File: src/rtl/tdm_pkg.sv
// Shared types and helpers for the TDM receive demultiplexer.
// Frame state, slot-counter width helper and the supported channel ceiling.
package tdm_pkg;

  typedef enum logic {
    HUNT = 1'b0,
    RUN  = 1'b1
  } state_t;

  localparam int MAX_CHANNELS = 16;

  function automatic int slot_w(input int channels);
    return (channels > 1) ? $clog2(channels) : 1;
  endfunction

endpackage

File: src/rtl/tdm_slot_counter.sv
// Slot index counter for one TDM frame.
// Counts 0..CHANNELS-1 with an explicit wrap, so non-power-of-2 frames never overrun.
module tdm_slot_counter
  import tdm_pkg::*;
#(
  parameter  int CHANNELS = 4,
  localparam int SW       = slot_w(CHANNELS)
) (
  input  logic          clk,
  input  logic          clear,
  input  logic          load_one,
  input  logic          incr,
  output logic [SW-1:0] slot,
  output logic          last
);

  assign last = (slot == SW'(CHANNELS - 1));

  always_ff @(posedge clk) begin
    if (clear) begin
      slot <= '0;
    end else if (load_one) begin
      slot <= SW'(1);
    end else if (incr) begin
      slot <= last ? '0 : slot + SW'(1);
    end
  end

endmodule

File: src/rtl/tdm_demux.sv
// Receive-side TDM demultiplexer: aligns on frame sync and steers each slot word
// from the shared lane to its own registered channel slice, one cycle later.
module tdm_demux
  import tdm_pkg::*;
#(
  parameter int CHANNELS   = 4,
  parameter int DATA_WIDTH = 8
) (
  input  logic                           Clock_In,
  input  logic                           Reset_In,
  input  logic                           Enable_In,
  input  logic                           Frame_Sync_In,
  input  logic                           Data_Valid_In,
  input  logic [DATA_WIDTH-1:0]          Data_In,
  output logic [CHANNELS*DATA_WIDTH-1:0] Channel_Data_Out,
  output logic [CHANNELS-1:0]            Channel_Valid_Out,
  output logic                           Frame_Done_Out,
  output logic                           Sync_Error_Out
);

  localparam int SW = slot_w(CHANNELS);

  state_t        state_q, state_d;
  logic [SW-1:0] slot;
  logic          last;
  logic          accept;
  logic          wr_en;
  logic [SW-1:0] wr_slot;
  logic          load_one;
  logic          incr;
  logic          done_d;
  logic          err_d;

  assign accept = Enable_In & Data_Valid_In;

  tdm_slot_counter #(
    .CHANNELS (CHANNELS)
  ) u_slot_counter (
    .clk      (Clock_In),
    .clear    (Reset_In),
    .load_one (load_one),
    .incr     (incr),
    .slot     (slot),
    .last     (last)
  );

  always_ff @(posedge Clock_In) begin
    if (Reset_In) begin
      state_q <= HUNT;
    end else begin
      state_q <= state_d;
    end
  end

  // A sync always restarts at slot 0; only a clean write to the last slot completes a frame.
  always_comb begin
    state_d  = state_q;
    wr_en    = 1'b0;
    wr_slot  = '0;
    load_one = 1'b0;
    incr     = 1'b0;
    done_d   = 1'b0;
    err_d    = 1'b0;
    if (accept) begin
      unique case (state_q)
        HUNT: begin
          if (Frame_Sync_In) begin
            wr_en    = 1'b1;
            load_one = 1'b1;
            state_d  = RUN;
          end
        end
        RUN: begin
          wr_en = 1'b1;
          if (Frame_Sync_In) begin
            err_d    = 1'b1;
            load_one = 1'b1;
          end else begin
            wr_slot = slot;
            incr    = 1'b1;
            if (last) begin
              done_d  = 1'b1;
              state_d = HUNT;
            end
          end
        end
        default: state_d = HUNT;
      endcase
    end
  end

  always_ff @(posedge Clock_In) begin
    if (Reset_In) begin
      Channel_Data_Out  <= '0;
      Channel_Valid_Out <= '0;
      Frame_Done_Out    <= 1'b0;
      Sync_Error_Out    <= 1'b0;
    end else begin
      Frame_Done_Out <= done_d;
      Sync_Error_Out <= err_d;
      for (int k = 0; k < CHANNELS; k++) begin
        Channel_Valid_Out[k] <= wr_en && (wr_slot == SW'(k));
        if (wr_en && (wr_slot == SW'(k))) begin
          Channel_Data_Out[k*DATA_WIDTH +: DATA_WIDTH] <= Data_In;
        end
      end
    end
  end

endmodule

File: config.mk
export PLATFORM = sky130hd
export DESIGN_NAME = tdm_demux
export DESIGN_NICKNAME = d
export VERILOG_FILES = /design/src/rtl/tdm_pkg.sv /design/src/rtl/tdm_slot_counter.sv /design/src/rtl/tdm_demux.sv
export SDC_FILE = /design/constraint.sdc
export NUM_CORES = 1
export LEC_CHECK = 0
export CORE_ASPECT_RATIO = 1.4
export CORE_MARGIN = 2
export CORE_UTILIZATION = 50
export CTS_CLUSTER_SIZE = 16
export DETAILED_ROUTE_END_ITERATION = 10
export GPL_ROUTABILITY_DRIVEN = 0
export HOLD_SLACK_MARGIN = 0.1
export MAX_ROUTING_LAYER = met4
export PLACE_DENSITY = 0.82
export SLEW_MARGIN = 20
export SYNTH_ARGS = -nofsm -noshare
export SYNTH_HDL_FRONTEND = slang
export SYNTH_SLANG_ARGS = --single-unit
File: constraint.sdc
create_clock -name Clock_In -period 3.1 [get_ports Clock_In]
set_input_delay 0.465 -clock Clock_In [delete_from_list [all_inputs] [get_ports Clock_In]]
set_output_delay 0.465 -clock Clock_In [all_outputs]
set_load 0.02 [all_outputs]
==> results.md, run 1 <==
- RSZ-0062 raised after global routing: false
- CP peak stage delay: 0.78 ns
- Clock Path Buffers: 2
- CTS-repair resized insts: 0
- Nets: 247
- All-Layer GR Usage: 19.9%
- Clock skew: 0.00798 ns
- Fmax: 480 MHz
- Period minus WS final: 2.08 ns
- CTS tree: built
- Post-Syn Area: 1880 um^2
- Count leader, synth: dfxtp_1
- Largest net degree at the start of global routing: 66
- Grt total ovfl: 0
- DRT antenna net count: 0
- Leak pwr: 0.973 nW
- Hold WC Path Type: flip-flop to flip-flop
- Max-slew violations: 0
- CP Capture Type: flip-flop
- Setup TNS: 0 ns
- Clk sinks: 41
- FF-to-FF End: Channel_Data_Out[26]
- Vias/cell: 5.52
- Hold depth: 2
- Drt pass-1 iters: 4
- Data arrival, critical path: 2.23 ns
- Netlist cell types: 27
- Crit path launch type: input pin
- CTS root buf: clkbuf_8
- Largest cells by area after synthesis: dfxtp_1 44%, nand2b_1 13%, mux2i_1 13%
- Syn_area_per_cell: 9.85 um^2
- CP startpoint: Data_Valid_In
- Synth async-reset ratio: 0%
- Die Y: 76.6 um
- Synth top cells by count: 41 x dfxtp_1, 40 x nand2b_1, 24 x mux2i_1
- CP endpoint: Channel_Data_Out[26]
- Drt wl/cell: 14.3 um
- Worst slew pin tran: 0.617 ns
- I/O Pins: 51
- Htree depth: 2
- Area fraction of the dominant cell type after synthesis: 43.6%
- Clk_lat worst skew: 0.29 ns
- Worst R2R Path Depth: 3
- Final wirelength: 3930 um
- # setup viols final: 0
- Initial Utilization: 51.6%
- EDFF count, synth: 0
- # DRC: 0
- Max-Slew Margin vs Limit: 58.8%
- Result of the run: finished, final reports clean
- Synth Instances: 191
- Crit Path Class: input pin to flip-flop
- Most common flop cell mapped by yosys: dfxtp_1
- Clock transition at the registers of the reported paths: 0.07 ns
- Critical path fanouts, max: 15
- FP Rows: 26
- # hold bufs at CTS: 0
- Share of cells above drive strength 1: 4.72%
- Tcrit/Tclk final: 67.2%
- Vias: 1518
- Syn_nets: 205
- WP data required: 3.25 ns
- Full die area: 4270 um^2
- Antenna violations before repair: 0
- DP Wirelength: 2740 um
- Final hold vios: 0
- Hold slack: 0.479 ns
- CP Cell Sequence: clkdlybuf4s50_1, and4b_1, nand3_1, mux2i_1
- Vias in the first global route: 1449
- Diodes inserted: 0
- Register area share after synthesis: 43.6%
- First-pass GRT wire length: 6650 um
- Post-synthesis register bit count: 41
- IO Port Bufs: 50
- Peak VDD IR: 0.320 mV
- Yosys warning count: 0
- CTS buffer count: 5
- Core Box Area: 3640 um^2
- Area growth, synth to finish: 29.9%
- Hold_sp: Channel_Data_Out[17]
- Die Wd: 55.8 um
- Number of max-cap violations: 0
- Cell Pwr Density: 409 nW/um^2
- Synth area leader: dfxtp_1
- R2r setup slk: 1.59 ns
- Slowest cell on the critical path: clkdlybuf4s50_1
- Iteration-0 DRC Markers: 41
- Post-CTS Setup Repair Bufs: 0
- R2r startpoint: state_q
## critical path, delay by kind of cell
family | cells | cell delay (ns)
and+or+nand+nor | 2 | 0.75
muxes | 1 | 0.23
buffers and inverters | 1 | 0.78
## kinds of logic after synthesis
| kind of cell | after synthesis | share of synthesized area [%] |
|---|---|---|
| adders and majority gates | 1 | 0.665 |
| buffers and inverters | 17 | 4.86 |
| DFF | 41 | 43.6 |
| muxes | 24 | 12.8 |
| and+or+nand+nor | 86 | 29.7 |
| AOI/OAI and AO/OA | 22 | 8.38 |
## per-stage QoR
stage | instances | worst slack [ns] | total power, mW | utilization [%] | cell area [um^2]
6_report | 275 | 1.02 | 0.999 | 67.1 | 2440
5_1_grt | 275 | 0.890 | 1.05 | 67.1 | 2440
4_1_cts | 275 | 1.05 | 1.01 | 67.1 | 2440
3_5_place_dp | 268 | 0.752 | 0.668 | 64.7 | 2360
3_3_place_gp | 268 | 0.787 | 0.667 | 64.7 | 2360
2_1_floorplan | 191 | 1.74 | 0.626 | - | 1880
## power by group
part,switching [mW],internal [mW]
registers,0.00871,0.536
clock network,0.166,0.177
logic,0.0570,0.0546
## flip-flops by register name, summed over array words and instances (netlist names)
register	flops
Channel_Data_Out	32
Channel_Valid_Out	4
u_slot_counter.slot	2
Frame_Done_Out	1
Sync_Error_Out	1
state_q	1
## worst min path at each step
stage                                      end  slack [ns]
after floorplan                 Sync_Error_Out        0.51
after global placement    Channel_Data_Out[17]        0.46
after detailed placement  Channel_Data_Out[17]        0.47
after CTS                 Channel_Data_Out[17]        0.48
after global routing      Channel_Data_Out[13]        0.51
final                     Channel_Data_Out[17]        0.48
## cell type report
class / instances / area (um^2)
Clock buffer: 7 / 86.3
Fill cell: 304 / 1200
Multi-Input combinational cell: 133 / 968
Sequential cell: 41 / 821
Tap cell: 42 / 52.6
Timing Repair Buffer: 52 / 515
## per-layer routing
metal | part of all wire, % | wire length [um] | global-route usage, %
met5 | 0 | 0 | -
met4 | 1.1 | 42 | 6.19
met3 | 4.6 | 181 | 4.41
met2 | 52 | 2050 | 33.3
met1 | 42 | 1650 | 23.9
## cells in the final DEF, fill, tap and decap left out, drive strengths merged
cell type      synthesis  layout
o211ai                 1       1
clkdlybuf4s50          0      50
dfxtp                 41      41
nand2                  2       2
nand4                  8       8
o22ai                  8       8
nor4b                  8       8
nor2                  14      14
and2                   1       1
and4b                  1       1
nand3b                 2       2
clkbuf                 7       7
mux2i                 24      24
nand3                  3       3
nand2b                40      40
nor3b                  6       6
a21oi                  1       1
ha                     1       1
nand4b                 1       1
a211o                  8       8
a22oi                  2       2
buf                   10       2
o21ai                  2       2
Note: power is estimated with default switching activity, not from simulation.
==> run 2, diff against run 1 <==
CORE_UTILIZATION = 43   (was 50)
PLACE_DENSITY = 0.75   (was 0.82)
clock period = 1.8 ns   (was 3.1 ns; I/O delays follow)
==> run 2 against run 1 <==
Compared with the run above: sequential power rose by 72%; cell count rose by 7.3%; critical path depth fell by 3; design area rose by 7.5%; sequential cell count did not move; setup slack got worse by 0.75 ns; global-route usage fell by 1.1 points; worst hold slack got worse by 0.0047 ns; wire length rose by 2.6%; die area rose by 15%; critical endpoint is now Channel_Data_Out[9]; largest cell class unchanged.
==> results.md, run 2 (synthesized netlist as in run 1, its figures left out) <==
- Result of the run: finished, final reports clean (unchanged)
- Initial Utilization: 44.7% (was 51.6%)
- Post-layout util: 62.5% (was 67.1%)
- Tcrit/Tclk final: 85.1%
- Number of max-cap violations: 0 (unchanged)
- I/O Pins: 51 (unchanged)
- Period minus WS final: 1.53 ns
- CP Capture Type: primary output (was flip-flop)
- Detail Route met2 WL: 2050 um (about the same)
- Largest net degree at the start of global routing: 47 (was 66)
- CP peak stage delay: 0.61 ns (was 0.78 ns)
- CP Cell Sequence: clkdlybuf4s50_1 (was clkdlybuf4s50_1, and4b_1, nand3_1, mux2i_1)
- Drt wl/cell: 13.7 um (was 14.3 um)
- First-pass GRT wire length: 6850 um (was 6650 um)
- Worst setup margin: 0.268 ns (was 1.02 ns)
- Max-slew violations: 0 (unchanged)
- DRT antenna net count: 0 (unchanged)
- Max FFs per register: 32 (unchanged)
- Setup TNS: 0 ns (unchanged)
- IO Port Bufs: 50 (unchanged)
- FP Rows: 28 (was 26)
- Worst slew pin tran: 0.371 ns (was 0.617 ns)
- # hold bufs at CTS: 0 (unchanged)
- Dpl cell area: 2510 um^2 (was 2360 um^2)
- Area growth, synth to finish: 39.7% (was 29.9%)
- Crit path launch type: flip-flop (was input pin)
- DP Wirelength: 2870 um (was 2740 um)
- Clk_lat worst skew: 0.29 ns (about the same)
- Grt total ovfl: 0 (unchanged)
- Final wirelength: 4030 um (was 3930 um)
- Worst path bufs/invs: 1 (unchanged)
- Family with the most delay on the worst path: buffers and inverters (unchanged)
- Clock share of power: 39.7% (was 34.3%)
- Seq pwr share: 48.7% (was 54.5%)
- Hold WC Path Type: flip-flop to flip-flop (unchanged)
- CTS-repair resized insts: 0 (unchanged)
- Full die area: 4930 um^2 (was 4270 um^2)
- Peak VDD IR: 0.410 mV (was 0.320 mV)
- Gate power share: 11.6% (was 11.2%)
- Cell internal pwr: 1.49 mW (was 767 uW)
- Max-Slew Margin vs Limit: 75.3% (was 58.8%)
- Top sig layer: met4 (unchanged)
- Most frequent cells in the layout: 50 x clkdlybuf4s50_1, 41 x dfxtp_1, 40 x nand2b_1 (unchanged)
- Diodes inserted: 0 (unchanged)
- Antenna violations before repair: 0 (unchanged)
- All-Layer GR Usage: 18.8% (was 19.9%)
- Post-CTS Setup Repair Bufs: 0 (unchanged)
- Vias: 1572 (was 1518)
- Crit Path Class: flip-flop to primary output (was input pin to flip-flop)
- WL met3: 144 um (was 181 um)
- Die Y: 82.2 um (was 76.6 um)
- Leak pwr: 1.07 nW (was 0.973 nW)
- Data arrival, critical path: 1.26 ns (was 2.23 ns)
- Final hold vios: 0 (unchanged)
- DRT met1 WL: 1790 um (was 1650 um)
- Sw Share: 22.5% (was 23.2%)
- Core Box Area: 4200 um^2 (was 3640 um^2)
- Commonest non-fill, non-tap cell in the layout: clkdlybuf4s50_1 (unchanged)
- # setup viols final: 0 (unchanged)
- Critical path fanouts, max: 2 (was 15)
- Top Registers: Channel_Data_Out (32), Channel_Valid_Out (4), u_slot_counter.slot (2) (unchanged)
- Dpl ws: 0.0586 ns (was 0.752 ns)
- Htree depth: 2 (unchanged)
- Fmax: 653 MHz
- CTS root buf: clkbuf_8 (unchanged)
- Clock transition at the registers of the reported paths: 0.08 ns (was 0.07 ns)
- CTS buffer count: 5 (unchanged)
- Vias in the first global route: 1442 (was 1449)
- Cell Pwr Density: 733 nW/um^2 (was 409 nW/um^2)
- WP data required: 1.53 ns (was 3.25 ns)
- Die Wd: 59.9 um (was 55.8 um)
- Clock Path Buffers: 2 (unchanged)
- Drt pass-1 iters: 4 (unchanged)
- Share of cells above drive strength 1: 11.6% (was 4.72%)
- NetSw: 433 uW (was 232 uW)
- Vias/cell: 5.33 (was 5.52)
- CTS tree: built (unchanged)
- Clock skew: 0.00284 ns (was 0.00798 ns)
- Final instance area: 2630 um^2 (was 2440 um^2)
- Biggest register: Channel_Data_Out (unchanged)
- Clk sinks: 41 (unchanged)
- # DRC: 0 (unchanged)
- RSZ-0062 raised after global routing: false (unchanged)
- Iteration-0 DRC Markers: 38 (was 41)
- Slowest cell on the critical path: clkdlybuf4s50_1 (unchanged)
- Nets: 263 (was 247)
[run 2: cell type report]
type | instances | area, um^2
Clock inverter | 2 | 37.5
Timing Repair Buffer | 68 | 661
Multi-Input combinational cell | 133 | 968
Fill cell | 362 | 1580
Sequential cell | 41 | 821
Tap cell | 45 | 56.3
Clock buffer | 6 | 82.6
[run 2: per-stage QoR]
stage                     power, mW  hold WS (ns)  cells
final                          1.93         0.474    295
after detailed placement       1.18         0.465    287
after floorplan                1.08         0.492    191
after CTS                      1.95         0.479    295
after global placement         1.18         0.463    287
after global routing           2.01         0.497    295
[run 2: metal layers]
layer  up-vias  global-route usage [%]
met4         0                    6.67
met3         4                    2.96
li1        790                       -
met1       733                    23.8
met2        45                    30.3
met5         -                       -
[run 2: path summary, 6_finish.rpt]
path | endpoint | cells past startpoint | start | slack [ns]
max | Channel_Data_Out[9] | 1 | Channel_Data_Out[9] | 0.27
min | Channel_Data_Out[30] | 2 | Channel_Data_Out[30] | 0.47
min reg2reg | Channel_Data_Out[30] | 2 | Channel_Data_Out[30] | 0.47
max reg2reg | Channel_Data_Out[11] | 3 | state_q | 0.41
[run 2: power by group through the flow]
stage	Sequential (mW)	Combinational, mW	Clock [mW]
final	0.937	0.223	0.765
after global routing	0.941	0.242	0.829
after CTS	0.937	0.224	0.792
after detailed placement	0.959	0.223	0
after global placement	0.958	0.222	0
after floorplan	0.971	0.107	0
==> run 3, diff against run 2 <==
CORE_MARGIN = 4   (was 2)
==> run 3 against run 2 <==
Compared with the run above: critical path depth is the same; wire length rose by 5.9%; design area down 0.48%; critical path type unchanged; first-iteration DRC count grew 120%; critical endpoint is now Channel_Data_Out[0]; worst hold slack about the same; largest power group unchanged; clock skew rose by 0.0039 ns.
==> results.md, run 3 (synthesized netlist as in run 1, its figures left out) <==
- Result of the run: finished, final reports clean (unchanged)
- Peak VDD IR: 0.454 mV (was 0.410 mV)
- Fmax: 641 MHz (was 653 MHz)
- Worst R2R Path Depth: 3 (unchanged)
- CTS-repair resized insts: 0 (unchanged)
- Final wirelength: 4270 um (was 4030 um)
- CP Capture Type: primary output (unchanged)
- Grt total ovfl: 0 (unchanged)
- Vias/cell: 5.13 (was 5.33)
- # DRC: 0 (unchanged)
- Final hold vios: 0 (unchanged)
- Worst slew pin tran: 0.419 ns (was 0.371 ns)
- Hold endpoint: Channel_Data_Out[23] (was Channel_Data_Out[30])
- IO Port Bufs: 50 (unchanged)
- Number of max-cap violations: 0 (unchanged)
- Die Wd: 63.9 um (was 59.9 um)
- Leak pwr: 1.06 nW (was 1.07 nW)
- CP peak stage delay: 0.62 ns (was 0.61 ns)
- Hold_sp: Channel_Data_Out[23] (was Channel_Data_Out[30])
- # setup viols final: 0 (unchanged)
- RSZ-0062 raised after global routing: false (unchanged)
- Full die area: 5510 um^2 (was 4930 um^2)
- Critical path fanouts, max: 3 (was 2)
- Drt pass-1 iters: 4 (unchanged)
- Clock skew: 0.00678 ns (was 0.00284 ns)
- FP Rows: 28 (unchanged)
- Core Box Area: 4240 um^2 (was 4200 um^2)
- Slowest cell on the critical path: clkdlybuf4s50_1 (unchanged)
- Dpl cell area: 2500 um^2 (was 2510 um^2)
- CTS buffer count: 5 (unchanged)
- Share of cells above drive strength 1: 10.5% (was 11.6%)
- Diodes inserted: 0 (unchanged)
- CTS root buf: clkbuf_8 (unchanged)
- Hold WC Path Type: flip-flop to flip-flop (unchanged)
- Cell Pwr Density: 733 nW/um^2 (about the same)
- CTS tree: built (unchanged)
- Top Registers: Channel_Data_Out (32), Channel_Valid_Out (4), u_slot_counter.slot (2) (unchanged)
- Setup TNS: 0 ns (unchanged)
- Post-CTS Setup Repair Bufs: 0 (unchanged)
- Die Y: 86.2 um (was 82.2 um)
- WP data required: 1.53 ns (about the same)
- Max-Slew Margin vs Limit: 72.1% (was 75.3%)
- I/O Pins: 51 (unchanged)
- Clk_lat worst skew: 0.29 ns (about the same)
- FF-to-FF End: Channel_Data_Out[10] (was Channel_Data_Out[11])
- Family with the most delay on the worst path: buffers and inverters (unchanged)
- Crit path launch type: flip-flop (unchanged)
- Htree depth: 2 (unchanged)
- Vias in the first global route: 1490 (was 1442)
- Worst path bufs/invs: 1 (unchanged)
- Iteration-0 DRC Markers: 82 (was 38)
- Nets: 261 (was 263)
- CP Cell Sequence: clkdlybuf4s50_1 (unchanged)
- Largest net degree at the start of global routing: 44 (was 47)
- Commonest non-fill, non-tap cell in the layout: clkdlybuf4s50_1 (unchanged)
- Max-slew violations: 0 (unchanged)
- Most frequent cells in the layout: 50 x clkdlybuf4s50_1, 41 x dfxtp_1, 40 x nand2b_1 (unchanged)
- DP Wirelength: 3040 um (was 2870 um)
- R2r startpoint: state_q (unchanged)
- Area growth, synth to finish: 39.0% (was 39.7%)
- Biggest register: Channel_Data_Out (unchanged)
- All-Layer GR Usage: 16.6% (was 18.8%)
- Period minus WS final: 1.56 ns (was 1.53 ns)
- Clock Path Buffers: 2 (unchanged)
- Tcrit/Tclk final: 86.6% (was 85.1%)
- Vias: 1579 (was 1572)
- Final instance area: 2610 um^2 (was 2630 um^2)
- DRT antenna net count: 0 (unchanged)
- Clk sinks: 41 (unchanged)
- Clock transition at the registers of the reported paths: 0.08 ns (about the same)
- R2r setup slk: 0.38 ns (was 0.41 ns)
- Hold depth: 2 (unchanged)
- Antenna violations before repair: 0 (unchanged)
- Drt wl/cell: 13.9 um (was 13.7 um)
- # hold bufs at CTS: 0 (unchanged)
- Data arrival, critical path: 1.29 ns (was 1.26 ns)
- Crit Path Class: flip-flop to primary output (unchanged)
- Max FFs per register: 32 (unchanged)
- Initial Utilization: 44.4% (was 44.7%)
- First-pass GRT wire length: 7090 um (was 6850 um)
[run 3: cell types whose count changed in the layout (fill, tap and decap cells not counted), sizes merged]
cell      previous run  this run
buf                 18        16
clkinvlp             1         0
clkbuf               6         7
[run 3: area by class of cell]
class | instances | area (um^2)
multi-input cells | 133 | 968
clock buffers | 7 | 86.3
fillers | 365 | 1630
well taps | 60 | 75.1
clock inverters | 1 | 30.0
repair buffers | 66 | 633
flip-flops and latches | 41 | 821
[run 3: power by group]
part | internal (mW) | total, mW | switching, mW | leakage, nW
Sequential | 0.923 | 0.939 | 0.0164 | 0.331
Clock | 0.452 | 0.760 | 0.308 | 0.0585
Combinational | 0.113 | 0.217 | 0.104 | 0.666
[run 3: how the worst max path moves through the flow]
stage	end	startpoint	slack (ns)	depth (start not counted)
floorplan	Channel_Data_Out[7]	u_slot_counter.slot[0]	0.50	5
global placement	Channel_Data_Out[1]	Data_Valid_In	0.06	4
detailed placement	Channel_Data_Out[10]	Enable_In	0.04	4
CTS	Channel_Data_Out[0]	Channel_Data_Out[0]	0.23	1
global route	Channel_Data_Out[0]	Channel_Data_Out[0]	0.19	1
finish	Channel_Data_Out[0]	Channel_Data_Out[0]	0.24	1
[run 3: through the flow]
step	power, mW	setup slack (ns)	hold WS, ns	cells	util [%]
after floorplan	1.08	0.498	0.492	191	-
after global placement	1.17	0.0648	0.461	300	58.9
after detailed placement	1.18	0.0402	0.466	300	58.9
after CTS	1.94	0.234	0.479	308	61.7
after global routing	2.00	0.189	0.501	308	61.7
final	1.92	0.241	0.473	308	61.7
[run 3: per-layer routing]
metal  GRT usage, %  part of all wire [%]  vias up
li1               -                     -      780
met1           19.9                    42      739
met2           27.6                    52       54
met3           2.59                   4.6        6
met5              -                     0        -
met4           7.07                   1.6        0
